**config.mk**
```make
export PLATFORM = sky130hd
export DESIGN_NAME = sync_fifo_fwft
export DESIGN_NICKNAME = d
export VERILOG_FILES = /design/src/rtl/sync_fifo_fwft.sv
export SDC_FILE = /design/constraint.sdc
export NUM_CORES = 1
export LEC_CHECK = 0
export CAP_MARGIN = 40
export CORE_MARGIN = 5
export CORE_UTILIZATION = 45
export DETAILED_ROUTE_END_ITERATION = 7
export GPL_ROUTABILITY_DRIVEN = 1
export PLACE_DENSITY_LB_ADDON = 0.3
export REMOVE_ABC_BUFFERS = 1
export SKIP_CTS_REPAIR_TIMING = 1
export SYNTH_ARGS = -nofsm -noshare
export SYNTH_HDL_FRONTEND = slang
export SYNTH_SLANG_ARGS = --single-unit
```
**constraint.sdc**
```tcl
create_clock -name clk -period 6.7 [get_ports clk]
set_clock_uncertainty 0.15 [all_clocks]
set_input_delay 0.67 -clock clk [delete_from_list [all_inputs] [get_ports clk]]
set_output_delay 0.67 -clock clk [all_outputs]
set_load 0.03 [all_outputs]
```
**src/rtl/sync_fifo_fwft.sv**
```systemverilog
// Synchronous first-word-fall-through FIFO: registered-read RAM, 2-stage read pipe, 2-entry prefetch.
// Define SYNC_FIFO_FWFT_ERR_FLAGS_EN to build the sticky overflow/underflow flags.
module sync_fifo_fwft #(
   parameter int ADDR_WIDTH    = 4,
   parameter int DATA_WIDTH    = 32,
   parameter int AFULL_THRESH  = (2**ADDR_WIDTH) - 2,
   parameter int AEMPTY_THRESH = 2
) (
   input  logic                  clk,
   input  logic                  rst,
   input  logic                  wr_en,
   input  logic [DATA_WIDTH-1:0] wr_data,
   output logic                  full,
   output logic                  almost_full,
   input  logic                  rd_en,
   output logic [DATA_WIDTH-1:0] rd_data,
   output logic                  rd_valid,
   output logic                  almost_empty,
   output logic [ADDR_WIDTH:0]   count,
   output logic                  overflow,
   output logic                  underflow
);

   localparam int DEPTH = 2**ADDR_WIDTH;
   localparam logic [ADDR_WIDTH:0] CNT_ONE    = (ADDR_WIDTH+1)'(1);
   localparam logic [ADDR_WIDTH:0] FULL_LVL   = (ADDR_WIDTH+1)'(DEPTH);
   localparam logic [ADDR_WIDTH:0] AFULL_LVL  = (ADDR_WIDTH+1)'(AFULL_THRESH);
   localparam logic [ADDR_WIDTH:0] AEMPTY_LVL = (ADDR_WIDTH+1)'(AEMPTY_THRESH);

   logic [DATA_WIDTH-1:0] mem [DEPTH];

   logic [ADDR_WIDTH:0]   wr_ptr;
   logic [ADDR_WIDTH:0]   rd_ptr;
   logic [ADDR_WIDTH:0]   count_nxt;
   logic                  push;
   logic                  pop;
   logic                  issue;
   logic                  p0_load;
   logic                  p1_load;
   logic                  p1_move;

   logic                  vld_p0;
   logic [ADDR_WIDTH-1:0] addr_p0;
   logic                  vld_p1;
   logic [DATA_WIDTH-1:0] data_p1;
   logic [1:0]            pf_cnt_p2;
   logic [1:0]            pf_cnt_nxt;
   logic [DATA_WIDTH-1:0] pf_data_p2 [2];

   assign rd_valid = (pf_cnt_p2 != 2'd0);
   assign rd_data  = rd_valid ? pf_data_p2[0] : '0;

   // Ready ripples back from the prefetch buffer so a stalled stage holds its word.
   always_comb begin
      push       = wr_en && !full && !rst;
      pop        = rd_en && rd_valid;
      p1_move    = vld_p1 && ((pf_cnt_p2 != 2'd2) || pop);
      p1_load    = !vld_p1 || p1_move;
      p0_load    = !vld_p0 || p1_load;
      issue      = (rd_ptr != wr_ptr) && p0_load;
      count_nxt  = count;
      pf_cnt_nxt = pf_cnt_p2;
      if (push && !pop)
         count_nxt = count + CNT_ONE;
      else if (pop && !push)
         count_nxt = count - CNT_ONE;
      if (p1_move && !pop)
         pf_cnt_nxt = pf_cnt_p2 + 2'd1;
      else if (pop && !p1_move)
         pf_cnt_nxt = pf_cnt_p2 - 2'd1;
   end

   always_ff @(posedge clk) begin
      if (rst) begin
         wr_ptr       <= '0;
         rd_ptr       <= '0;
         count        <= '0;
         full         <= 1'b0;
         almost_full  <= 1'b0;
         almost_empty <= 1'b1;
         vld_p0       <= 1'b0;
         vld_p1       <= 1'b0;
         pf_cnt_p2    <= 2'd0;
      end else begin
         if (push)
            wr_ptr <= wr_ptr + CNT_ONE;
         if (issue)
            rd_ptr <= rd_ptr + CNT_ONE;
         count        <= count_nxt;
         full         <= (count_nxt == FULL_LVL);
         almost_full  <= (count_nxt >= AFULL_LVL);
         almost_empty <= (count_nxt <= AEMPTY_LVL);
         if (p0_load)
            vld_p0 <= issue;
         if (p1_load)
            vld_p1 <= vld_p0;
         pf_cnt_p2 <= pf_cnt_nxt;
      end
   end

   always_ff @(posedge clk) begin
      if (push)
         mem[wr_ptr[ADDR_WIDTH-1:0]] <= wr_data;
      // p0: registered read address
      if (p0_load)
         addr_p0 <= rd_ptr[ADDR_WIDTH-1:0];
      // p1: registered RAM read data
      if (p1_load)
         data_p1 <= mem[addr_p0];
      // p2: prefetch buffer, entry 0 is the head word
      if (p1_move && ((pf_cnt_p2 == 2'd0) || ((pf_cnt_p2 == 2'd1) && pop)))
         pf_data_p2[0] <= data_p1;
      else if (pop && (pf_cnt_p2 == 2'd2))
         pf_data_p2[0] <= pf_data_p2[1];
      if (p1_move && (((pf_cnt_p2 == 2'd1) && !pop) || (pf_cnt_p2 == 2'd2)))
         pf_data_p2[1] <= data_p1;
   end

`ifdef SYNC_FIFO_FWFT_ERR_FLAGS_EN
   always_ff @(posedge clk) begin
      if (rst) begin
         overflow  <= 1'b0;
         underflow <= 1'b0;
      end else begin
         if (wr_en && full)
            overflow <= 1'b1;
         if (rd_en && !rd_valid)
            underflow <= 1'b1;
      end
   end
`else
   assign overflow  = 1'b0;
   assign underflow = 1'b0;
`endif

endmodule

```
# Word-level counts from Yosys, hierarchy flattened
# Memory sizes are Yosys's and may differ from the RTL's. A register that Yosys moved wholly into a read port is not among the register bits.
# Index checks and enable logic that the tools add are counted.
# totals
reg_bits	26
mem_bits_rw	576
in_bits	36
out_inout_bits	43
wordCells	70
n_memories	2
# classes
n_addsub	6
n_lt_le_gt_ge	2
eq_ne	5
muxes	15
bitwise_logic	1
reduce_logical	29
# memory_table
memory	words	width	read_ports	rd_ports_with_merged_regs	write_ports	line_no	rtl
mem	16	32	1	1	1	30	logic [DATA_WIDTH-1:0] mem [DEPTH];
pf_data_p2	2	32	2	0	2	48	logic [DATA_WIDTH-1:0] pf_data_p2 [2];
# ops
operator	n
two-way mux 32 bit	2
adder 5 x 1 -> 5 bit, second input constant	3
logical AND 1 bit	14
two-way mux 5 bit	2
two-way mux 1 bit	9
zero test 1 bit	7
== test 5 bit, second input constant	1
>= comparator 5 x 4 -> 1 bit, second input constant	1
less-or-equal comparator 5 x 2 -> 1 bit, second input constant	1
logical OR 1 bit	5
inequality test 5 bit	1
subtractor 5 x 1 -> 5 bit, second input constant	1
two-way mux 2 bit	2
nonzero test 2 bit	2
adder 2 x 1 -> 2 bit, second input constant	1
== test 2 x 1 -> 1 bit, second input constant	1
== test 2 bit, second input constant	1
zero test 2 bit	1
inequality test 2 bit, second input constant	1
subtractor 2 x 1 -> 2 bit, second input constant	1
OR 1 bit	1

# Longest topological paths before layout
# Gate-level depths: netlist of run 1.
# depth
depth_word	8
ltp_mapped	12
mapped_depth_nobuf	10

# Worst setup path before layout of run 1
# No wires, ideal clock.
# synth_timing
path_kind	in2reg
start	input rst
end	memory mem[3][0], enable pin
setup_ns	0.461
t_arrival_ns	3.759
t_required_ns	6.089
path_slack_ns	2.330
cell_stages	5
n_path_buf	2
cell_sequence	buf_2 > nor3b_4 > buf_2 > nand2_1 > nor3_1
# synth_between
elab_chain_cells	4
# synth_lines
item	line_no	rtl
start: declaration	10	input logic rst,
zero test 1 bit	55	push = wr_en && !full && !rst;
logical AND 1 bit	55	
two-way mux 1 bit	102	if (push)
two-way mux 1 bit (implied by the code)	103	mem[wr_ptr[ADDR_WIDTH-1:0]] <= wr_data;
end: declaration	30	
# Every way passes these cells.

# Worst setup path after layout of run 1
# layout_timing
start	input rst
end	memory mem[11][7], enable pin
# Same word-level chain as after synthesis.

==> flow_summary.yaml, run 1 <==
clocking:
  clockRootBuffer: "clkbuf_16"
  clock_latency_ns: 0.61
  clk_pin_slew_worst_paths_ns: 0.06
  cts_buffers: 60
  cts_max_level: 2
  cts_max_path_buffers: 3
  cts_tree: "yes"
  cts_sinks: 634
synthesis:
  yosysTopAreaCell: "edfxtp_1"
  synthesis.area_um2: 24100
  ys.flop_type: "edfxtp_1"
  synth_area_leaders: "edfxtp_1 (76%), mux4_2 (15%), dfxtp_1 (1.8%), mux2_2 (1.5%), nor2b_1 (0.83%)"
  ys_seq_elements: 634
  ys_seq_area_frac: 0.781
  synth_most_common_cell: "edfxtp_1"
  postSynthAreaPerCell_um2: 23.0
  synth_top_area_frac: 0.763
  synth_edf_count: 612
  async_reset_ff_frac: 0
  synthTopCellsByCount: "edfxtp_1 (612), mux4_2 (160), mux2_2 (32), nor2b_1 (32), nor2_1 (29)"
  yosysWarningCount: 0
  syn_inst: 1049
  ys_types: 43
route:
  drcViolationCount: 0
  wirelength_um: 46000
  routedWlPerCell_um: 24.1
  routed_via_density: 5.51
  antenna_left: 0
  drtIter0Drc: 823
  num_vias: 10500
  drtPass1Iterations: 7
sta:
  slew_headroom: 0.455
  hold_viol: 0
  min_period_ns: 3.49
  setup-tns-final_ns: 0
  drv_slew: 0
  max_freq_ghz: 0.287
  post-route-period-util: 0.520
  rsz0062_at_grt: "false"
  worst_slew_pin_slew_ns: 0.818
  final-setup-viol-count: 0
critical_path:
  path_buf_inv: 2
  r2r-end: "data_p1[14]$_DFFE_PP_"
  r2r_slack_ns: 3.26
  crit_family: "simple AND/OR/NAND/NOR gates"
  critPathCaptureType: "flop"
  crit_chain: "clkdlybuf4s50_1, nor3b_4, nand2_1, nor2_4, buf_16"
  r2r_cells: 4
  worstSetupStartpointType: "primary input"
  r2r_start: "addr_p0[0]$_DFFE_PP_"
  arrival_ns: 3.64
  critPathMaxStageDelay_ns: 0.82
  crit_required_ns: 6.86
  cp_slowest_cell: "clkdlybuf4s50_1"
  crit_cells: 5
  cp_max_fo: 19
  path_class: "in -> reg"
final_layout:
  diodes: 0
  drive_above_1_share: 0.277
  finish.instance_area_um2: 28200
  final_core_util: 0.535
  nNetsFinal: 1218
  area_growth_pct: 17.1
grt:
  antenna_found_initial: 0
  grt_pass1_vias: 11100
  grt_usage: 0.161
  grt_max_degree: 91
  grt_pass1_wl_um: 71000
  overflow: 0
placed_design:
  dp_hpwl_um: 28600
  finalWeightedCongestion: 0.735
  dpl_cell_area_um2: 26200
  port_buffers: 76
power:
  peakVddDrop_uv: 245
  power_density_nw_per_um2: 365
  p_leak_nw: 8.74
die:
  row_count: 84
  io_pins: 79
  die_y_um: 241
  start_util: 0.457
  core_um2: 52800
  die_area_um2: 58300
  die_w_um: 241
outcome:
  status: "completed"
worst_hold_path:
  hp-class: "reg -> reg"
  min_path_cells: 0
  hold_end: "pf_data_p2[0][56]$_DFFE_PP_"
  hold_start: "data_p1[24]$_DFFE_PP_"
flow_run:
  drv_cap: 0
==> stage by stage <==
stage	cells	total power, mW	setup WS (ns)	hold slack, ns
6_report	1911	10.3	3.21	0.286
5_1_grt	1911	10.7	2.98	0.287
3_3_place_gp	1781	6.96	2.36	0.279
3_5_place_dp	1797	7.03	2.56	0.282
2_1_floorplan	1000	6.45	0.149	0.270
4_1_cts	1911	10.4	3.18	0.282
==> cells in the final DEF (no fill, tap or decap), types with 4 or more instances in the layout <==
| cell | count |
|---|---|
| nor2_4 | 12 |
| clkbuf_16 | 62 |
| edfxtp_1 | 612 |
| clkinv_1 | 17 |
| nor3_2 | 5 |
| mux4_2 | 160 |
| nor2b_1 | 32 |
| xnor2_1 | 9 |
| clkdlybuf4s50_1 | 76 |
| xor2_1 | 9 |
| nor3_1 | 4 |
| ha_1 | 10 |
| buf_16 | 15 |
| nor2_1 | 17 |
| nand2_1 | 16 |
| clkinv_2 | 14 |
| mux2_2 | 32 |
| clkbuf_1 | 9 |
| buf_4 | 16 |
| a21oi_1 | 5 |
| inv_1 | 9 |
| bufinv_16 | 8 |
| dfxtp_1 | 22 |
==> state kept, by name (all words and copies together), names as in the netlist, 2 cells and up <==
register	cells
mem	512
pf_data_p2	64
data_p1	32
count	5
rd_ptr	5
wr_ptr	5
addr_p0	4
pf_cnt_p2	2
==> how the worst max path moves through the flow <==
stage                     slack [ns]                     end                 startpoint
after floorplan                 0.15    data_p1[0]$_DFFE_PP_       addr_p0[0]$_DFFE_PP_
after global placement          2.36  wr_ptr[4]$_SDFFE_PP0P_                        rst
after CTS                       3.18             rd_data[31]  pf_cnt_p2[0]$_SDFFE_PP0P_
final                           3.21    mem[11][7]$_DFFE_PP_                        rst
after global routing            2.98   data_p1[14]$_DFFE_PP_       addr_p0[0]$_DFFE_PP_
after detailed placement        2.56   mem[11][12]$_DFFE_PP_                        rst
==> area by class of cell <==
class	count	area, um^2
repair buffers	109	1330
inverters	10	37.5
fillers	3986	24600
flip-flops and latches	634	18800
clock inverters	43	414
clock buffers	71	1590
multi-input cells	356	5150
well taps	688	861
==> power breakdown <==
group	switching, mW	internal (mW)	total, mW
logic	1.07	1.03	2.11
clock network	1.42	1.99	3.41
registers	0.102	4.68	4.78
==> layer usage <==
layer / track usage / share of wire
met2: 0.264 / 0.50
met4: 0.0321 / 0.017
met3: 0.0298 / 0.043
met5: 0 / 0
met1: 0.232 / 0.44
==> cells by family after synthesis <==
family / Yosys count / synth area share
flip-flops: 634 / 0.781
AND/OR/NAND/NOR: 111 / 0.0245
buffers and inverters: 60 / 0.0108
XOR/XNOR: 19 / 0.00722
AO/OA/AOI/OAI: 20 / 0.00561
other: 1 / 0.000156
multiplexers: 193 / 0.165
adder cells (fa/ha/maj): 11 / 0.00571
Power figures use the tool's default switching activity.
==> run 2: changes to the inputs <==
Clock period 6.7 ns to 3.3 ns, I/O delays scaled along.
==> flow_summary.yaml, run 2 (same netlist as run 1, synthesis figures left out) <==
critical_path:
  r2r_cells: 3
  crit_required_ns: 2.82
  critPathCaptureType: "primary output"
  arrival_ns: 2.69
  r2r_slack_ns: 0.61
  cp_max_fo: 12
  path_class: "reg -> out"
  worstSetupStartpointType: "flop"
placed_design:
  finalWeightedCongestion: 0.759
  dp_hpwl_um: 29600
  dp_slack_ns: 0.552
  dpl_cell_area_um2: 26300
  dp_cells: 1821
  port_buffers: 76
power:
  p_leak_nw: 8.82
  fin_total_pwr_mw: 21.0
  intPower_mw: 15.7
  power_frac_clock: 0.330
  netSwitchingFraction: 0.254
  power_density_nw_per_um2: 742
  peakVddDrop_uv: 420
  combPwrFrac: 0.205
  seq_power_share: 0.465
  p_switching_mw: 5.32
clocking:
  cts_tree: "yes"
  cts_max_path_buffers: 3
  clock_latency_ns: 0.58
  cts_max_level: 3
  clockRootBuffer: "clkbuf_16"
  cts_buffers: 66
  cts_sinks: 634
  clk_pin_slew_worst_paths_ns: 0.06
final_layout:
  final_cells: 1930
  final_core_util: 0.536
  layout_commonest_cell: "edfxtp_1"
  area_growth_pct: 17.4
  fill_cells: 4003
  multi_input_area_um2: 5150
  finish.instance_area_um2: 28300
  diodes: 0
  drive_above_1_share: 0.290
  largest_reg_flops: 512
  final-seq-area_um2: 18800
  final_cell_mix: "edfxtp_1 (612), mux4_2 (160), clkdlybuf4s50_1 (76)"
  nNetsFinal: 1248
route:
  routed_via_density: 5.61
  drtIter0Drc: 1035
  drcViolationCount: 0
  antenna_left: 0
  routedWlPerCell_um: 26.1
  num_vias: 10800
  wirelength_um: 50400
  drtPass1Iterations: 4
grt:
  grt_usage: 0.178
  grt_pass1_vias: 11400
  overflow: 0
  antenna_found_initial: 2
  grt_pass1_wl_um: 76100
  grt_max_degree: 65
die:
  die_area_um2: 58300
  die_w_um: 241
  row_count: 84
  start_util: 0.457
  core_um2: 52800
  io_pins: 79
  die_y_um: 241
sta:
  drv_slew: 0
  max_freq_ghz: 0.315
  min_period_ns: 3.17
  rsz0062_at_grt: "false"
  setup_ws_ns: 0.126
  slew_headroom: 0.568
  final-setup-viol-count: 0
  worst_slew_pin_slew_ns: 0.646
  post-route-period-util: 0.962
  hold_viol: 0
worst_hold_path:
  min_path_cells: 0
  hp-class: "reg -> reg"
outcome:
  status: "completed"
flow_run:
  drv_cap: 0
run 2: path summary, 6_finish.rpt:
path,from,endpoint
max reg2reg,addr_p0[0]$_DFFE_PP_,data_p1[13]$_DFFE_PP_
min,data_p1[5]$_DFFE_PP_,pf_data_p2[0][37]$_DFFE_PP_
min reg2reg,data_p1[5]$_DFFE_PP_,pf_data_p2[0][37]$_DFFE_PP_
max,pf_cnt_p2[0]$_SDFFE_PP0P_,rd_data[26]
run 2: area by class of cell:
class                      count  share of cell area
sequential                   634               0.666
multi-input combinational    356               0.182
tap                          688              0.0304
timing repair buffer         133              0.0500
clock inverter                26             0.00743
inverter                      10             0.00133
clock buffer                  83              0.0629
run 2: metal layers:
metal,part of all wire,global-route usage,vias up
li1,-,-,4666
met1,0.42,0.254,5769
met2,0.50,0.288,320
met3,0.060,0.0373,75
met4,0.017,0.0383,4
met5,0.00058,0,-
run 2: power groups by stage:
stage	clock, mW	sequential (mW)	combinational, mW
after floorplan	0	10.3	2.72
after global routing	7.46	9.81	4.63
final	6.93	9.75	4.30
after detailed placement	0	9.92	4.39
after global placement	0	9.90	4.34
after CTS	7.09	9.76	4.41
run 2: worst max-delay path, stage by stage (launching register included):
cell             delay (ns)
dfxtp_1                0.37
inv_1                  0.08
ha_2                   0.34
buf_4                  0.28
nor2b_1                0.29
clkdlybuf4s50_1        0.75
run 2: through the flow:
stage / setup TNS, ns / hold WS (ns)
2_1_floorplan: -235.63 / 0.249
3_3_place_gp: 0 / 0.275
3_5_place_dp: 0 / 0.282
4_1_cts: 0 / 0.287
5_1_grt: 0 / 0.305
6_report: 0 / 0.288
==> run 3: changes to the inputs <==
Settings changed: CORE_UTILIZATION 45 to 40, HOLD_SLACK_MARGIN from default to 0.06, SKIP_CTS_REPAIR_TIMING 1 to default.
==> flow_summary.yaml, run 3 (same netlist as run 1, synthesis figures left out) <==
outcome:
  status: "finished, violations left"
  violations: "antenna violations"
sta:
  setup_ws_ns: 0.322
  min_period_ns: 2.98
  hold_viol: 0
  max_freq_ghz: 0.336
  final-setup-viol-count: 0
  worst_slew_pin_slew_ns: 0.712
  post-route-period-util: 0.902
  slew_headroom: 0.525
  drv_slew: 0
  whs_ns: 0.292
  rsz0062_at_grt: "false"
placed_design:
  port_buffers: 76
  dp_slack_ns: 0.587
  finalWeightedCongestion: 0.729
  dp_hpwl_um: 28200
  dp_cells: 1910
critical_path:
  crit_chain: "inv_1, ha_2, buf_4, nor2b_1, clkdlybuf4s50_1"
  cp_slowest_cell: "clkdlybuf4s50_1"
  path_buf_inv: 3
  cp_max_fo: 11
  worstSetupStartpointType: "flop"
  crit_family: "buffers and inverters"
  crit_required_ns: 2.82
  critPathCaptureType: "primary output"
  critPathMaxStageDelay_ns: 0.76
  arrival_ns: 2.50
  path_class: "reg -> out"
final_layout:
  largest_reg_flops: 512
  nNetsFinal: 1243
  final_cells: 2033
  multi_input_area_um2: 5150
  final_core_util: 0.472
  final-seq-area_um2: 18800
  layout_commonest_cell: "edfxtp_1"
  fill_cells: 4885
  drive_above_1_share: 0.293
  area_growth_pct: 17.6
  final_cell_mix: "edfxtp_1 (612), mux4_2 (160), clkdlybuf4s50_1 (76)"
die:
  core_um2: 60000
  io_pins: 79
  die_area_um2: 65200
  row_count: 90
  start_util: 0.401
  die_w_um: 255
  die_y_um: 255
grt:
  busiest_layer: "met2"
  grt_util_met3: 0.0321
  gr-usage-met2: 0.259
  antenna_found_initial: 3
  use_met1: 0.216
  grt_pass1_wl_um: 76400
  grt_pass1_vias: 11400
  grt_usage: 0.157
  grt_max_degree: 69
  overflow: 0
route:
  antenna_left: 1
  wirelength_um: 50700
  num_vias: 10800
  routedWlPerCell_um: 24.9
  drtIter0Drc: 802
  routed_via_density: 5.29
  drcViolationCount: 0
  drtPass1Iterations: 5
power:
  seq_power_share: 0.463
  p_leak_nw: 8.79
  intPower_mw: 15.7
  peakVddDrop_uv: 393
  power_frac_clock: 0.335
  power_density_nw_per_um2: 743
  netSwitchingFraction: 0.255
  combPwrFrac: 0.202
  p_switching_mw: 5.37
clocking:
  cts_tree: "yes"
  cts_sinks: 634
  clk_pin_slew_worst_paths_ns: 0.06
  ctsResizeCount: 0
  cts_buffers: 66
  cts_max_path_buffers: 3
  ctsHoldBuffers: 0
  cts_max_level: 3
  clock_latency_ns: 0.59
  clockRootBuffer: "clkbuf_16"
  postCtsSetupRepairBufs: 0
flow_run:
  drv_cap: 0
worst_hold_path:
  hp-class: "reg -> reg"
run 3: cell count changes in the layout (fill, tap and decap cells not counted):
cell	before	now
clkinv_8	0	2
clkinv_4	1	0
buf_4	39	42
bufinv_16	3	4
diode_2	0	5
clkinv_2	8	13
buf_12	18	10
clkbuf_1	14	10
clkbuf_16	69	67
clkinvlp_4	1	5
clkinv_1	10	13
inv_6	3	4
run 3: worst register-to-register path: cells and delay by family (launching register included):
family / cells / cell delay (ns)
buffers and inverters: 2 / 0.57
DFF: 1 / 0.44
muxes: 2 / 1.06
run 3: routing by layer:
metal | share of wire | wire [um]
met5 | 0.00081 | 41
met4 | 0.019 | 986
met3 | 0.051 | 2580
met2 | 0.50 | 25100
met1 | 0.43 | 21900
run 3: path summary, 6_finish.rpt:
check / start / to / slack [ns] / cells past startpoint
worst max register to register: addr_p0[0]$_DFFE_PP_ / data_p1[24]$_DFFE_PP_ / 0.80 / 4
worst min register to register: data_p1[22]$_DFFE_PP_ / pf_data_p2[0][54]$_DFFE_PP_ / 0.29 / 0
worst max-delay path: pf_cnt_p2[0]$_SDFFE_PP0P_ / rd_data[13] / 0.32 / 5
worst min-delay path: data_p1[22]$_DFFE_PP_ / pf_data_p2[0][54]$_DFFE_PP_ / 0.29 / 0
run 3: power by group through the flow:
stage / logic, mW / registers (mW) / clock network [mW]
CTS: 4.37 / 9.75 / 7.25
detailed placement: 4.36 / 9.92 / 0
finish: 4.25 / 9.74 / 7.06
floorplan: 2.72 / 10.3 / 0
global placement: 4.33 / 9.90 / 0
global route: 4.61 / 9.79 / 7.61
run 3: through the flow:
stage	total power [mW]	setup TNS [ns]	cell area [um^2]
after floorplan	13.0	-235.63	23900
after global placement	14.2	0	26300
after detailed placement	14.3	0	26300
after CTS	21.4	0	28300
after global routing	22.0	0	28300
final	21.1	0	28300
run 3: layout make-up:
class,count,area share
Clock inverter,41,0.0120
Antenna cell,5,0.000442
Clock buffer,77,0.0605
Sequential cell,634,0.664
Multi-Input combinational cell,356,0.182
Tap cell,782,0.0345
Timing Repair Buffer,128,0.0450
Inverter,10,0.00132
